### src/rtl/wdt_reset_ctrl.sv
// Watchdog-fault to system-reset controller with blanking, retry window and lockout.
// Optional macro RSTCTRL_TIMESTAMP_EN builds a free-running ms counter for last_trip_ms.
module wdt_reset_ctrl #(
  parameter logic [15:0] HOLD_TIME    = 16'd10,
  parameter logic [15:0] BLANK_TIME   = 16'd100,
  parameter logic [15:0] RETRY_WINDOW = 16'd1000,
  parameter logic [7:0]  MAX_RETRIES  = 8'd3
) (
  input  logic        clk,
  input  logic        reset,
  input  logic        clk_1kHz,
  input  logic        wdt_fault,
  input  logic        clear_status,
  output logic        sys_reset,
  output logic        fault_latched,
  output logic        lockout,
  output logic [7:0]  trip_count,
  output logic [1:0]  state,
  output logic [15:0] last_trip_ms
);

  typedef enum logic [1:0] {
    S_RUN    = 2'd0,
    S_ASSERT = 2'd1,
    S_BLANK  = 2'd2,
    S_LOCK   = 2'd3
  } state_t;

  localparam logic [15:0] HOLD_LAST  = (HOLD_TIME == 16'd0) ? 16'd0 : HOLD_TIME - 16'd1;
  localparam logic [15:0] BLANK_LAST = BLANK_TIME - 16'd1;
  localparam logic [15:0] WIN_LAST   = RETRY_WINDOW - 16'd1;

  logic   sync1_q, sync2_q, edge_q;
  logic   ms_tick;
  logic   trip;
  state_t state_q, state_d;
  logic   sys_reset_q, sys_reset_d;
  logic   lockout_q, lockout_d;
  logic   fault_latched_q, fault_latched_d;
  logic [7:0]  trip_count_q, trip_count_d, trip_base;
  logic [7:0]  retry_q, retry_d;
  logic [15:0] win_q, win_d;
  logic [15:0] hold_q, hold_d;
  logic [15:0] blank_q, blank_d;

  // Synchroniser and rising-edge detect of the 1 kHz reference
  always_ff @(posedge clk) begin
    if (reset) begin
      sync1_q <= 1'b0;
      sync2_q <= 1'b0;
      edge_q  <= 1'b0;
    end else begin
      sync1_q <= clk_1kHz;
      sync2_q <= sync1_q;
      edge_q  <= sync2_q;
    end
  end

  assign ms_tick = sync2_q & ~edge_q;
  assign trip    = (state_q == S_RUN) && wdt_fault;

  always_comb begin
    state_d         = state_q;
    fault_latched_d = fault_latched_q;
    trip_count_d    = trip_count_q;
    retry_d         = retry_q;
    win_d           = win_q;
    hold_d          = hold_q;
    blank_d         = blank_q;
    trip_base       = trip_count_q;

    if (clear_status && (state_q != S_LOCK)) begin
      fault_latched_d = 1'b0;
      trip_count_d    = 8'd0;
      trip_base       = 8'd0;
    end

    case (state_q)
      S_RUN: begin
        if (trip) begin
          // A trip on the same cycle as a clear still counts, starting from zero
          trip_count_d    = (trip_base == 8'hFF) ? 8'hFF : trip_base + 8'd1;
          fault_latched_d = 1'b1;
          retry_d         = (retry_q == 8'hFF) ? 8'hFF : retry_q + 8'd1;
          win_d           = 16'd0;
          hold_d          = 16'd0;
          if ((MAX_RETRIES != 8'd0) && (retry_d >= MAX_RETRIES)) state_d = S_LOCK;
          else                                                   state_d = S_ASSERT;
        end else if (ms_tick) begin
          if (win_q == WIN_LAST) begin
            retry_d = 8'd0;
            win_d   = 16'd0;
          end else begin
            win_d = win_q + 16'd1;
          end
        end
      end
      S_ASSERT: begin
        if (ms_tick) begin
          if (hold_q == HOLD_LAST) begin
            state_d = S_BLANK;
            blank_d = 16'd0;
          end else begin
            hold_d = hold_q + 16'd1;
          end
        end
      end
      S_BLANK: begin
        if (BLANK_TIME == 16'd0) begin
          state_d = S_RUN;
        end else if (ms_tick) begin
          if (blank_q == BLANK_LAST) state_d = S_RUN;
          else                       blank_d = blank_q + 16'd1;
        end
      end
      default: begin
        if (clear_status) begin
          retry_d = 8'd0;
          blank_d = 16'd0;
          state_d = S_BLANK;
        end
      end
    endcase

    sys_reset_d = (state_d == S_ASSERT) || (state_d == S_LOCK);
    lockout_d   = (state_d == S_LOCK);
  end

  always_ff @(posedge clk) begin
    if (reset) begin
      state_q         <= S_RUN;
      sys_reset_q     <= 1'b0;
      lockout_q       <= 1'b0;
      fault_latched_q <= 1'b0;
      trip_count_q    <= 8'd0;
      retry_q         <= 8'd0;
      win_q           <= 16'd0;
      hold_q          <= 16'd0;
      blank_q         <= 16'd0;
    end else begin
      state_q         <= state_d;
      sys_reset_q     <= sys_reset_d;
      lockout_q       <= lockout_d;
      fault_latched_q <= fault_latched_d;
      trip_count_q    <= trip_count_d;
      retry_q         <= retry_d;
      win_q           <= win_d;
      hold_q          <= hold_d;
      blank_q         <= blank_d;
    end
  end

`ifdef RSTCTRL_TIMESTAMP_EN
  logic [15:0] ms_cnt_q, ms_cnt_d;
  logic [15:0] last_trip_q, last_trip_d;

  always_comb begin
    ms_cnt_d    = ms_tick ? ms_cnt_q + 16'd1 : ms_cnt_q;
    last_trip_d = trip ? ms_cnt_q : last_trip_q;
  end

  always_ff @(posedge clk) begin
    if (reset) begin
      ms_cnt_q    <= 16'd0;
      last_trip_q <= 16'd0;
    end else begin
      ms_cnt_q    <= ms_cnt_d;
      last_trip_q <= last_trip_d;
    end
  end

  assign last_trip_ms = last_trip_q;
`else
  assign last_trip_ms = 16'd0;
`endif

  assign sys_reset     = sys_reset_q;
  assign lockout       = lockout_q;
  assign fault_latched = fault_latched_q;
  assign trip_count    = trip_count_q;
  assign state         = state_q;

endmodule
### config.mk
export PLATFORM = sky130hd
export DESIGN_NAME = wdt_reset_ctrl
export DESIGN_NICKNAME = d
export VERILOG_FILES = /design/src/rtl/wdt_reset_ctrl.sv
export SDC_FILE = /design/constraint.sdc
export NUM_CORES = 1
export LEC_CHECK = 0
export CAP_MARGIN = 20
export CORE_UTILIZATION = 53
export CTS_BUF_LIST = sky130_fd_sc_hd__clkbuf_16
export DETAILED_ROUTE_END_ITERATION = 12
export PLACE_DENSITY = 0.77
export RECOVER_POWER = 50
export SYNTH_ARGS = -nofsm -noshare
export SYNTH_HDL_FRONTEND = slang
export SYNTH_SLANG_ARGS = --single-unit
### constraint.sdc
create_clock -name clk -period 2 [get_ports clk]
set_input_delay 0.4 -clock clk [delete_from_list [all_inputs] [get_ports clk]]
set_output_delay 0.4 -clock clk [all_outputs]
set_load 0.01 [all_outputs]
==> metrics.cfg <==
[status]
outcome = finished, violations left
violations = setup timing

[die]
dieArea_um2 = 8030
placementRows = 31
initial_core_util_pct = 55.5
core_area_um2 = 7330
die_y_um = 89.6
die_w_um = 89.6
io_pins = 34

[yosys]
synth_most_common_cell = dfxtp_1
synth_flop_cell = dfxtp_1
ys_seq_elements = 72
synth_top_area_share_pct = 35.4
seq_area_frac_synth_pct = 35.4
synth_edf_count = 0
synth_top_cell_by_area = dfxtp_1
yosysWarnings = 0
synthArstFlopShare_pct = 0
syn_avg_cell_area_um2 = 8.40
synthCells = 484
syn_area_um2 = 4070
yosys.cell_types.count = 63
synth.top_cells.by_area = dfxtp_1 (35%), a21oi_1 (4.8%), nor2_1 (3.5%)
synthTopCellsByCount = dfxtp_1 (72), a21oi_1 (39), nor2_1 (38)

[clocking]
clockRootBuffer = clkbuf_16
ctsHoldBuffers = 0
cts_buffers = 9
cts_tree = built
clock_path_buffers = 2
clock_sink_count = 72
clk_latency_ps = 340
clk_pin_slew_ps = 70
htreeDepth = 3

[sta]
setup_viol_count_final = 32
fmax_mhz = 463
holdWs_ps = 439
postLayoutSetupSlackWorst_ps = -158
maxSlewViolCount = 0
period_needed_ps = 2160
finalCritPeriodShare_pct = 108
grt_setup_unrepaired = true
maxSlewHeadroom_pct = 47.7
skew_ps = 12.2
finalHoldViolations = 0
max_slew.worst_pin.slew_ps = 785

[global_route]
antenna_found_initial = 0
track_usage_pct = 30.2
overflow = 0
grt_pass1_wl_mm = 18.8
grt_pass1_vias = 4029
grt_start_max_net_pins = 31

[layout]
n_fill_cell = 425
antennaDiodeCount = 0
stdcell_count = 692
area.growth.synth_to_final_pct = 43.2
drive_above_1_share_pct = 34.4
nets = 603

[setup_path]
cp_top_family = simple AND/OR/NAND/NOR gates
rr_endpoint = blank_q[12]
path_depth = 9
arrival_ps = 2440
crit_slowest_cell = nor4bb_2
slowest_delay_ps = 400
reg2reg_depth = 9
critPathCaptureType = flip-flop
path_cells = inv_2, ha_4, buf_4, nor3_1, nor4bb_2, buf_4, nand4_1, or3_4, a21oi_2
critPathLaunchType = flip-flop
r2r_start = state[1]
path_class = reg2reg
crit_required_ps = 2280
cp_num_buf_inv = 3
cp_max_fo = 9
cp_common_cell = buf_4
regToRegSetupSlack_ps = -160
crit_start = state[1]
endpoint = blank_q[12]

[routing]
drt_iter0_markers = 299
vias = 4454
drt_wl_total_mm = 12.9
ant_nets = 0
drcViolationCount = 0
vias_per_cell = 6.44
first_pass_iters = 6
drt-wirelength-per-cell_um = 18.7

[min_path]
min_from = sync1_q
hold_path.class = reg2reg

[power]
ir_drop_mv = 0.540
p_per_area_nw_per_um2 = 922
p_leak_nw = 2.15

[place]
dp.cells = 666
gp_congestion = 0.897
portBuffers = 17
hpwl_mm = 7.20

[job]
maxCapViolations = 0

## worst min path at each step
stage,end,depth (start not counted),slack (ps)
global route,sync2_q,1,460
detailed placement,sync2_q,1,430
CTS,sync2_q,1,440
global placement,sync2_q,1,420
floorplan,sync2_q,1,410
finish,sync2_q,1,440
## layout by cell type (no fill, tap or decap), types with 4 or more instances in the layout
cell type,instances
clkbuf_16,10
or3_1,17
dfxtp_2,11
clkdlybuf4s50_1,4
nor2_1,36
inv_2,4
nand4_1,15
a211oi_1,4
xor2_1,9
conb_1,16
buf_4,85
clkinv_4,4
ha_4,8
dfxtp_1,60
a21oi_1,30
a31oi_1,4
nor3_1,6
nand3_1,22
o21ai_0,22
a311oi_1,4
nand2_1,30
buf_6,4
and3_1,6
inv_1,12
o31ai_1,6
o211ai_1,6
and4_1,10
nor2b_1,6
xnor2_1,8
o21ai_1,4
or4_1,7
or4_4,5
o31ai_2,4
dlygate4sd3_1,13
a21oi_2,9
## what timing repair did
item / in CTS / in global routing
pin swaps: 32 / 32
resized for setup: 42 / 73
endpoints found under the setup margin: 46 / 63
setup buffers: 5 / 2
cloned: 3 / 0
## registers in the layout, summed over array words and instances (netlist names), 2 cells and up
name        cells
retry_q         8
win_q          16
blank_q        16
trip_count      8
hold_q         16
state           2
## final cells by class
type,count,area [um^2],area share (%)
inverter,16,60.1,1.03
tap,99,124,2.13
clock inverter,7,81.3,1.40
clock buffer,9,225,3.87
sequential,72,1460,25.0
multi-input combinational,374,2870,49.2
timing repair buffer,115,1010,17.3
## per-stage QoR
step                cell area, um^2  worst slack [ps]  total power (W)  TNS (ps)  util, %
floorplan                      4140              4.62          0.00244         0        -
global placement               4890              -188          0.00304     -2650     66.7
detailed placement             4890              -274          0.00308     -4190     66.7
CTS                            5510             -65.3          0.00511      -229     75.1
global route                   5820              -239          0.00557     -4170     79.5
finish                         5820              -158          0.00537     -1590     79.5
## metal layers
metal	up-vias	share of wire, %	GRT usage, %
li1	2016	-	-
met2	262	49	51.0
met1	2113	40	37.1
met3	63	6.9	5.39
met4	0	4.5	14.9
met5	-	0	0
## power breakdown
| part | total (W) | switching, W | internal, W |
|---|---|---|---|
| clock | 0.00166 | 0.000681 | 0.000979 |
| sequential | 0.00160 | 0.0000750 | 0.00152 |
| combinational | 0.00211 | 0.00108 | 0.00103 |
| total | 0.00537 | 0.00184 | 0.00353 |
## cells by family (layout without fill, tap and decap cells)
group                      Yosys count  after routing  share of synthesized area [%]
xor gates and xnor gates            17             17                           3.66
other                                1             16                         0.0922
buffers and inverters               53            147                           7.05
DFF                                 72             72                           35.4
muxes                                2              2                          0.492
and+or+nand+nor                    203            203                           29.5
adders and majority gates           10             10                           3.08
AOI/OAI and AO/OA                  126            126                           20.7
(Power assumes the default switching activity.)
